<file path="config.mk">
export PLATFORM = sky130hd
export DESIGN_NAME = led_scan_ctrl
export DESIGN_NICKNAME = d
export VERILOG_FILES = /design/src/rtl/led_scan_ctrl.sv
export SDC_FILE = /design/constraint.sdc
export NUM_CORES = 1
export LEC_CHECK = 0
export ABC_AREA = 0
export CELL_PAD_IN_SITES_DETAIL_PLACEMENT = 0
export CELL_PAD_IN_SITES_GLOBAL_PLACEMENT = 1
export CORE_MARGIN = 2
export CORE_UTILIZATION = 40
export CTS_CLUSTER_DIAMETER = 50
export DETAILED_ROUTE_END_ITERATION = 10
export DONT_BUFFER_PORTS = 1
export HOLD_SLACK_MARGIN = 0.1
export PLACE_DENSITY_LB_ADDON = 0.1
export SYNTH_ARGS = -nofsm -noshare
export SYNTH_HDL_FRONTEND = slang
export SYNTH_SLANG_ARGS = --single-unit
</file>
<file path="constraint.sdc">
create_clock -name clk -period 2.1 [get_ports clk]
set_clock_uncertainty 0.1 [all_clocks]
set_input_delay 0.42 -clock clk [delete_from_list [all_inputs] [get_ports clk]]
set_output_delay 0.42 -clock clk [all_outputs]
set_load 0.01 [all_outputs]
</file>
<file path="src/rtl/led_scan_ctrl.sv">
// led_scan_ctrl
// Frame-scan sequencer for an LED-matrix panel using binary-coded modulation.
// For every row and every bit plane it shifts one row of columns, blanks the
// panel, pulses latch, then lights the panel for BASE_DISPLAY << plane cycles.
//
// Ports:
//   clk        in   single clock, all state updates on posedge
//   rst        in   synchronous active-low reset
//   start      in   begin one frame; level, sampled only while idle
//   busy       out  high from the first shift cycle to the last display cycle
//   col        out  current column (framebuffer read address)
//   row        out  current row (framebuffer address and panel row address)
//   plane      out  current bit plane
//   shift_en   out  one cycle per column: shift strobe and read enable
//   latch      out  one-cycle latch pulse
//   oe_n       out  panel output enable, active low
//   frame_done out  one-cycle pulse in the first idle cycle after a full frame
//
// Handshake: start is a plain level request. It is honoured on the rising
// edge where the sequencer is idle (including the frame_done cycle) and is
// ignored at every other time; there is no ready/ack signal, busy=0 means
// the next sampled start will be taken.
//
// All outputs are registered: each state transition also loads the output
// values for the state being entered, so nothing combinational reaches a pin.
// Read data from the framebuffer arrives one cycle after shift_en; the
// downstream shifter is expected to delay shift_en to match.
module led_scan_ctrl #(
  parameter int COLS         = 64,
  parameter int ROWS         = 16,
  parameter int PLANES       = 8,
  parameter int BLANK_CYCLES = 2,
  parameter int BASE_DISPLAY = 4
) (
  input  logic                      clk,
  input  logic                      rst,
  input  logic                      start,
  output logic                      busy,
  output logic [$clog2(COLS)-1:0]   col,
  output logic [$clog2(ROWS)-1:0]   row,
  output logic [$clog2(PLANES)-1:0] plane,
  output logic                      shift_en,
  output logic                      latch,
  output logic                      oe_n,
  output logic                      frame_done
);

  localparam int COL_W   = $clog2(COLS);
  localparam int ROW_W   = $clog2(ROWS);
  localparam int PLANE_W = $clog2(PLANES);

  // Wide enough for the longest display interval, so it never overflows.
  localparam int DLY_MAIN = $clog2(BASE_DISPLAY << (PLANES - 1)) + 1;
  localparam int DLY_BLK  = $clog2(BLANK_CYCLES) + 1;
  localparam int DLY_W    = (DLY_MAIN > DLY_BLK) ? DLY_MAIN : DLY_BLK;

  localparam logic [COL_W-1:0]   LAST_COL   = COL_W'(COLS - 1);
  localparam logic [ROW_W-1:0]   LAST_ROW   = ROW_W'(ROWS - 1);
  localparam logic [PLANE_W-1:0] LAST_PLANE = PLANE_W'(PLANES - 1);
  localparam logic [DLY_W-1:0]   BLANK_INIT = DLY_W'(BLANK_CYCLES - 1);

  typedef enum logic [2:0] {
    IDLE    = 3'd0,
    SHIFT   = 3'd1,
    BLANK   = 3'd2,
    LATCH   = 3'd3,
    DISPLAY = 3'd4
  } state_t;

  // state is kept as a named enum register so checkers can bind to it.
  state_t           state;
  logic [DLY_W-1:0] dly;

  always_ff @(posedge clk) begin
    if (!rst) begin
      state      <= IDLE;
      col        <= '0;
      row        <= '0;
      plane      <= '0;
      dly        <= '0;
      busy       <= 1'b0;
      shift_en   <= 1'b0;
      latch      <= 1'b0;
      oe_n       <= 1'b1;
      frame_done <= 1'b0;
    end else begin
      // frame_done is a single-cycle pulse; only the DISPLAY exit sets it.
      frame_done <= 1'b0;
      case (state)
        IDLE: begin
          if (start) begin
            state    <= SHIFT;
            col      <= '0;
            shift_en <= 1'b1;
            busy     <= 1'b1;
          end
        end

        SHIFT: begin
          if (col == LAST_COL) begin
            state    <= BLANK;
            col      <= '0;
            shift_en <= 1'b0;
            dly      <= BLANK_INIT;
          end else begin
            col <= col + 1'b1;
          end
        end

        // dly counts down to zero; the state lasts dly_init + 1 cycles.
        BLANK: begin
          if (dly == '0) begin
            state <= LATCH;
            latch <= 1'b1;
          end else begin
            dly <= dly - 1'b1;
          end
        end

        LATCH: begin
          state <= DISPLAY;
          latch <= 1'b0;
          oe_n  <= 1'b0;
          dly   <= DLY_W'((BASE_DISPLAY << plane) - 1);
        end

        DISPLAY: begin
          if (dly == '0) begin
            oe_n <= 1'b1;
            if (plane != LAST_PLANE) begin
              state    <= SHIFT;
              plane    <= plane + 1'b1;
              shift_en <= 1'b1;
            end else if (row != LAST_ROW) begin
              state    <= SHIFT;
              plane    <= '0;
              row      <= row + 1'b1;
              shift_en <= 1'b1;
            end else begin
              state      <= IDLE;
              plane      <= '0;
              row        <= '0;
              busy       <= 1'b0;
              frame_done <= 1'b1;
            end
          end else begin
            dly <= dly - 1'b1;
          end
        end

        default: begin
          state    <= IDLE;
          busy     <= 1'b0;
          shift_en <= 1'b0;
          latch    <= 1'b0;
          oe_n     <= 1'b1;
        end
      endcase
    end
  end

endmodule

</file>
# Word level (Yosys, flattened, before mapping)
# Cells that the tools add are included.
[classes]
addsub = 5
eq_ne = 15
n_shift = 1
muxes = 29
bitwise_logic = 8
reduce_logical = 19
[op_table]
columns = ["cell", "count"]
rows = [
  ["one-hot mux 10 bit (3 select lines)", 1],
  ["two-way mux 10 bit", 2],
  ["two-way mux 3 bit", 5],
  ["one-hot mux 3 bit (5 select lines)", 1],
  ["inequality test 2 bit (second input constant)", 7],
  ["two-way mux 1 bit", 12],
  ["two-way mux 6 bit", 2],
  ["one-hot mux 6 bit (2 select lines)", 1],
  ["zero test 10 bit", 1],
  ["AND reduction 5 bit", 2],
  ["left shift 3 x 3 -> 10 bit (first input constant)", 1],
  ["subtractor 10 x 1 -> 10 bit (second input constant)", 1],
  ["subtractor 10 x 2 -> 10 bit (second input constant)", 1],
  ["OR reduction 3 bit", 3],
  ["NOT 1 bit", 8],
  ["AND reduction 2 bit", 4],
  ["adder 6 x 1 -> 6 bit (second input constant)", 1],
  ["== test 3 x 2 -> 1 bit (second input constant)", 2],
  ["== test 6 bit (second input constant)", 1],
  ["inequality test 3 bit (second input constant)", 2],
  ["one-hot mux 1 bit (3 select lines)", 2],
  ["AND reduction 3 bit", 2],
  ["adder 4 x 1 -> 4 bit (second input constant)", 1],
  ["two-way mux 4 bit", 1],
  ["other kinds (12)", 13],
]
[totals]
register_bits = 31
inputBits = 3
output_inout_bits = 18
elab_cells = 87

# Depth between registers and ports, before layout
[logic_depth]
word_depth = 5
mapped_depth = 8
ltp_nobuf = 7

# Worst setup path after synthesis
# Ideal clock, no wire load.
[synth_timing]
path_type = "register to register"
start = "register dly[3]"
end = "register row[0]"
setup_time_ns = 0.070
arrival_ns = 1.924
required_ns = 1.930
setup_slack_ns = 0.006
stages_incl_launch_ff = 7
n_path_buf = 1
synth_period_minus_slack_ns = 2.094
path_cell_list = "dfxtp_1 > or4_4 > buf_6 > nor4_4 > nand2_2 > or3_1 > a21boi_1"
[synth_between]
elab_chain_len = 2
[synth_lines]
columns = ["element", "line_no", "source"]
rows = [
  ["from (decl)", "72", "logic [DLY_W-1:0] dly;"],
  ["from (signal assigned)", "116", "dly <= dly - 1'b1;"],
  ["from (signal assigned)", "124", "dly <= DLY_W'((BASE_DISPLAY << plane) - 1);"],
  ["from (signal assigned)", "147", "dly <= dly - 1'b1;"],
  ["zero test 10 bit", "128", "if (dly == '0) begin"],
  ["AND reduction 3 bit (no source line)", "-", ""],
  ["to (signal assigned)", "137", "row <= row + 1'b1;"],
  ["to (decl)", "40", "output logic [$clog2(ROWS)-1:0] row,"],
]
# Every way passes these cells.
# A chain may end at the register's enable or synchronous reset.

# Worst setup path in the final report
[layout_timing]
start = "register dly[2]"
end = "register dly[8]"
[layout_between]
elab_chain_len = 3
elab_cells_between_ends = 6
cone_classes = "add/sub: 1; eq/ne: 1; mux: 2; reduce/logical: 2"
[layout_lines]
columns = ["element"]
rows = [
  ["subtractor 10 x 1 -> 10 bit / zero test 10 bit (equally long branches)"],
  ["two-way mux 10 bit / inequality test 2 bit (equally long branches)"],
  ["one-hot mux 10 bit (3 select lines) / AND reduction 3 bit (equally long branches)"],
]
# Parallel ways exist; a longest one is shown, timed or not. The select of a mux whose other input is x is not followed.

==> run metrics <==
DR vias=1792; initial DRC count=80; post-synthesis compound-gate area fraction=23.4%; Sinks on Clock Net=31; die height=72.6 um; Hold WC Path Type=in -> reg; status=finished clean; postcts setup bufs=0; root buffer cell=clkbuf_8; antenna viol nets, final=0; DP HPWL=3480 um; synthesized instance count=232; Placeable Area=0.00444 mm^2; first-pass GRT wire length=8310 um; H-tree levels=2; Slew Limit Headroom=68.2%; adder-cell share of the synthesized area=6.65%; Simple-Gate Fraction of Synth Area=27.9%; Hold Vio Cnt, Final=0; Startpoint Class=flop; combinational power share=4.8%; Placer Congestion=0.840; Post-synth ARST share=0%; sequential share of power=50.5%; Die ar.=0.00527 mm^2; Fill cells=428; Min Hold Slack=131 ps; Layout Nets=271; Critical Path RT=2180 ps; Worst EP arrival=2140 ps; RSZ-0062 raised after global routing=yes; most common cell after layout, fill and taps aside=buf_4; Antenna diodes=0; number of remaining DRC errors=0; clock latency on the worst-skew pair=290 ps; setup violators final=0; most frequent cells in the layout=buf_4 (32), dfxtp_1 (29), nand2_1 (23), o21ai_0 (20), nand3_1 (11); Post-synth EDFFs=0; Yosys warning total=0; post-layout min period=2060 ps; Num CTS Buffers=5; CTS tree=built; xor and xnor fraction of the mapped netlist area=2.79%; Critical Path Sink Type=flop; Synth Register Bits=31; Total Power=1.19 mW; Port Buffers=0; CTS Hold Bufs=0; via/cell ratio=5.76; Syn Nets=245; Cell Area, Synth=0.00188 mm^2; Most used DFF post-synth=dfxtp_1; Syn-to-layout area delta=24.2%; fmax=0.485 GHz; WL/cell=15.2 um; max-slew violation count=0; layout cells sized above 1=24.7%; Initial Util=42.3%; Max clock buf depth=2; Final Cycle Share=98.2%; Yosys cell types=50; CP max FO=6; clock share of power=44.6%; Sw Share=22.7%; GRT Total Usage=19.8%; clk slew on worst S/H paths=70 ps; cell row count=24; Internal Pwr Total=0.922 mW; I/O pin cnt=21; gr ovfl total=0; WS Path Type=reg -> reg; Psw=0.271 mW; post-synthesis sequential area ratio=33.0%; die width=72.6 um; vias in the first global route=1749; PwrDens=511 mW/mm^2; mux share of post-synthesis cell area=1.06%; DR pass1 iterations=4; largest family of logic cells by synthesized area=simple AND/OR/NAND/NOR gates; Leak=0.995 nW; largest net degree at the start of global routing=39; MaxCap Viol Count=0; slew of the pin with the lowest slew margin=472 ps; mean cell area of the mapped netlist=8.11 um^2; initial antenna violation count=0; VDD IR-drop max=304 uV; total wire length=4740 um
per-stage QoR:
stage | worst slack, ps | utilization, % | area [um^2] | setup TNS (ps) | cells
final | 38.1 | 52.6 | 2340 | 0 | 311
after CTS | 16.1 | 51.4 | 2280 | 0 | 311
after detailed placement | -147 | 48.0 | 2130 | -764 | 303
after floorplan | 5.89 | - | 1880 | 0 | 232
after global placement | -93.3 | 48.0 | 2130 | -331 | 303
after global routing | -14.1 | 52.6 | 2340 | -25.6 | 311
metal layers:
metal	track usage, %	vias up	part of all wire [%]	wire length, um
met5	0	-	0	0
met1	27.0	857	47	2250
met2	30.6	32	46	2180
met4	5.56	0	1.4	67
met3	5.80	7	5.1	243
li1	-	896	-	-
state kept, by name (all words and copies together) (netlist names), 3 cells and up:
name / count
plane: 3
state: 3
col: 6
row: 4
dly: 10
worst paths after layout:
check             cells past startpoint                   from               endpoint  slack [ps]
hold reg to reg                       2  shift_en$_SDFFE_PN0P_  shift_en$_SDFFE_PN0P_         410
hold / removal                        1                    rst      oe_n$_SDFFE_PN1P_         130
setup reg to reg                      6    dly[2]$_SDFFE_PN0P_    dly[8]$_SDFFE_PN0P_          40
setup / recovery                      6    dly[2]$_SDFFE_PN0P_    dly[8]$_SDFFE_PN0P_          40
worst max-delay path, stage by stage, from the launching register on:
cell,delay [ps]
dfxtp_2,320
or4_4,560
buf_6,160
or4_4,430
xnor2_2,140
a32oi_1,150
a21oi_1,80
final cells by class:
class | instances | area (um^2) | share of cell area (%)
timing repair buffer | 33 | 251 | 10.8
sequential | 31 | 623 | 26.7
tap | 52 | 65.1 | 2.78
inverter | 10 | 37.5 | 1.61
clock buffer | 8 | 100 | 4.28
multi-input combinational | 177 | 1260 | 53.9
cells by family (layout without fill, tap and decap cells):
group,Yosys count,in the layout
fa+ha+maj,10,10
mux,2,2
flops,31,31
simple gates,93,93
xor+xnor,6,6
buf+inv,24,51
compound gates,66,66
what timing repair did:
| item | CTS | global route |
|---|---|---|
| gates resized for setup | 9 | 12 |
| setup endpoints to repair | 12 | 12 |
| pin swaps | 2 | 7 |
cell usage after synthesis, types with 2 or more instances:
master    instances  share of area (%)
nor3b_1           4                1.6
a21oi_1          11                2.9
nor2b_1           6                2.0
a31o_2            4                1.9
or3_1             3                1.0
dfxtp_1          31                 33
nand2_1          23                4.6
xor2_1            2               0.93
o21ai_0          20                5.3
nand2b_1          4                1.3
nor3_1            6                1.6
o211a_1           5                2.7
nor2_1            8                1.6
o32ai_1           3                1.4
mux2i_1           2                1.1
nand3_1          11                2.9
clkbuf_1         13                2.6
ha_1             10                6.6
a31oi_1           2               0.66
a21boi_0          7                2.8
or2_2             2               0.66
and3_1            6                2.0
or4_1             4                1.6
nand4_1           2               0.66
inv_1            10                2.0
nor4_1            3                1.0
o21a_1            2               0.80
xnor2_1           4                1.9
and2_1            3                1.0
power by group through the flow:
stage                     sequential [mW]  combinational [mW]  clock (mW)
after global placement              0.616              0.0526           0
final                               0.603              0.0575       0.533
after detailed placement            0.616              0.0544           0
after floorplan                     0.615              0.0436           0
after CTS                           0.603              0.0571       0.544
after global routing                0.604              0.0645       0.573
(Power assumes the default switching activity.)
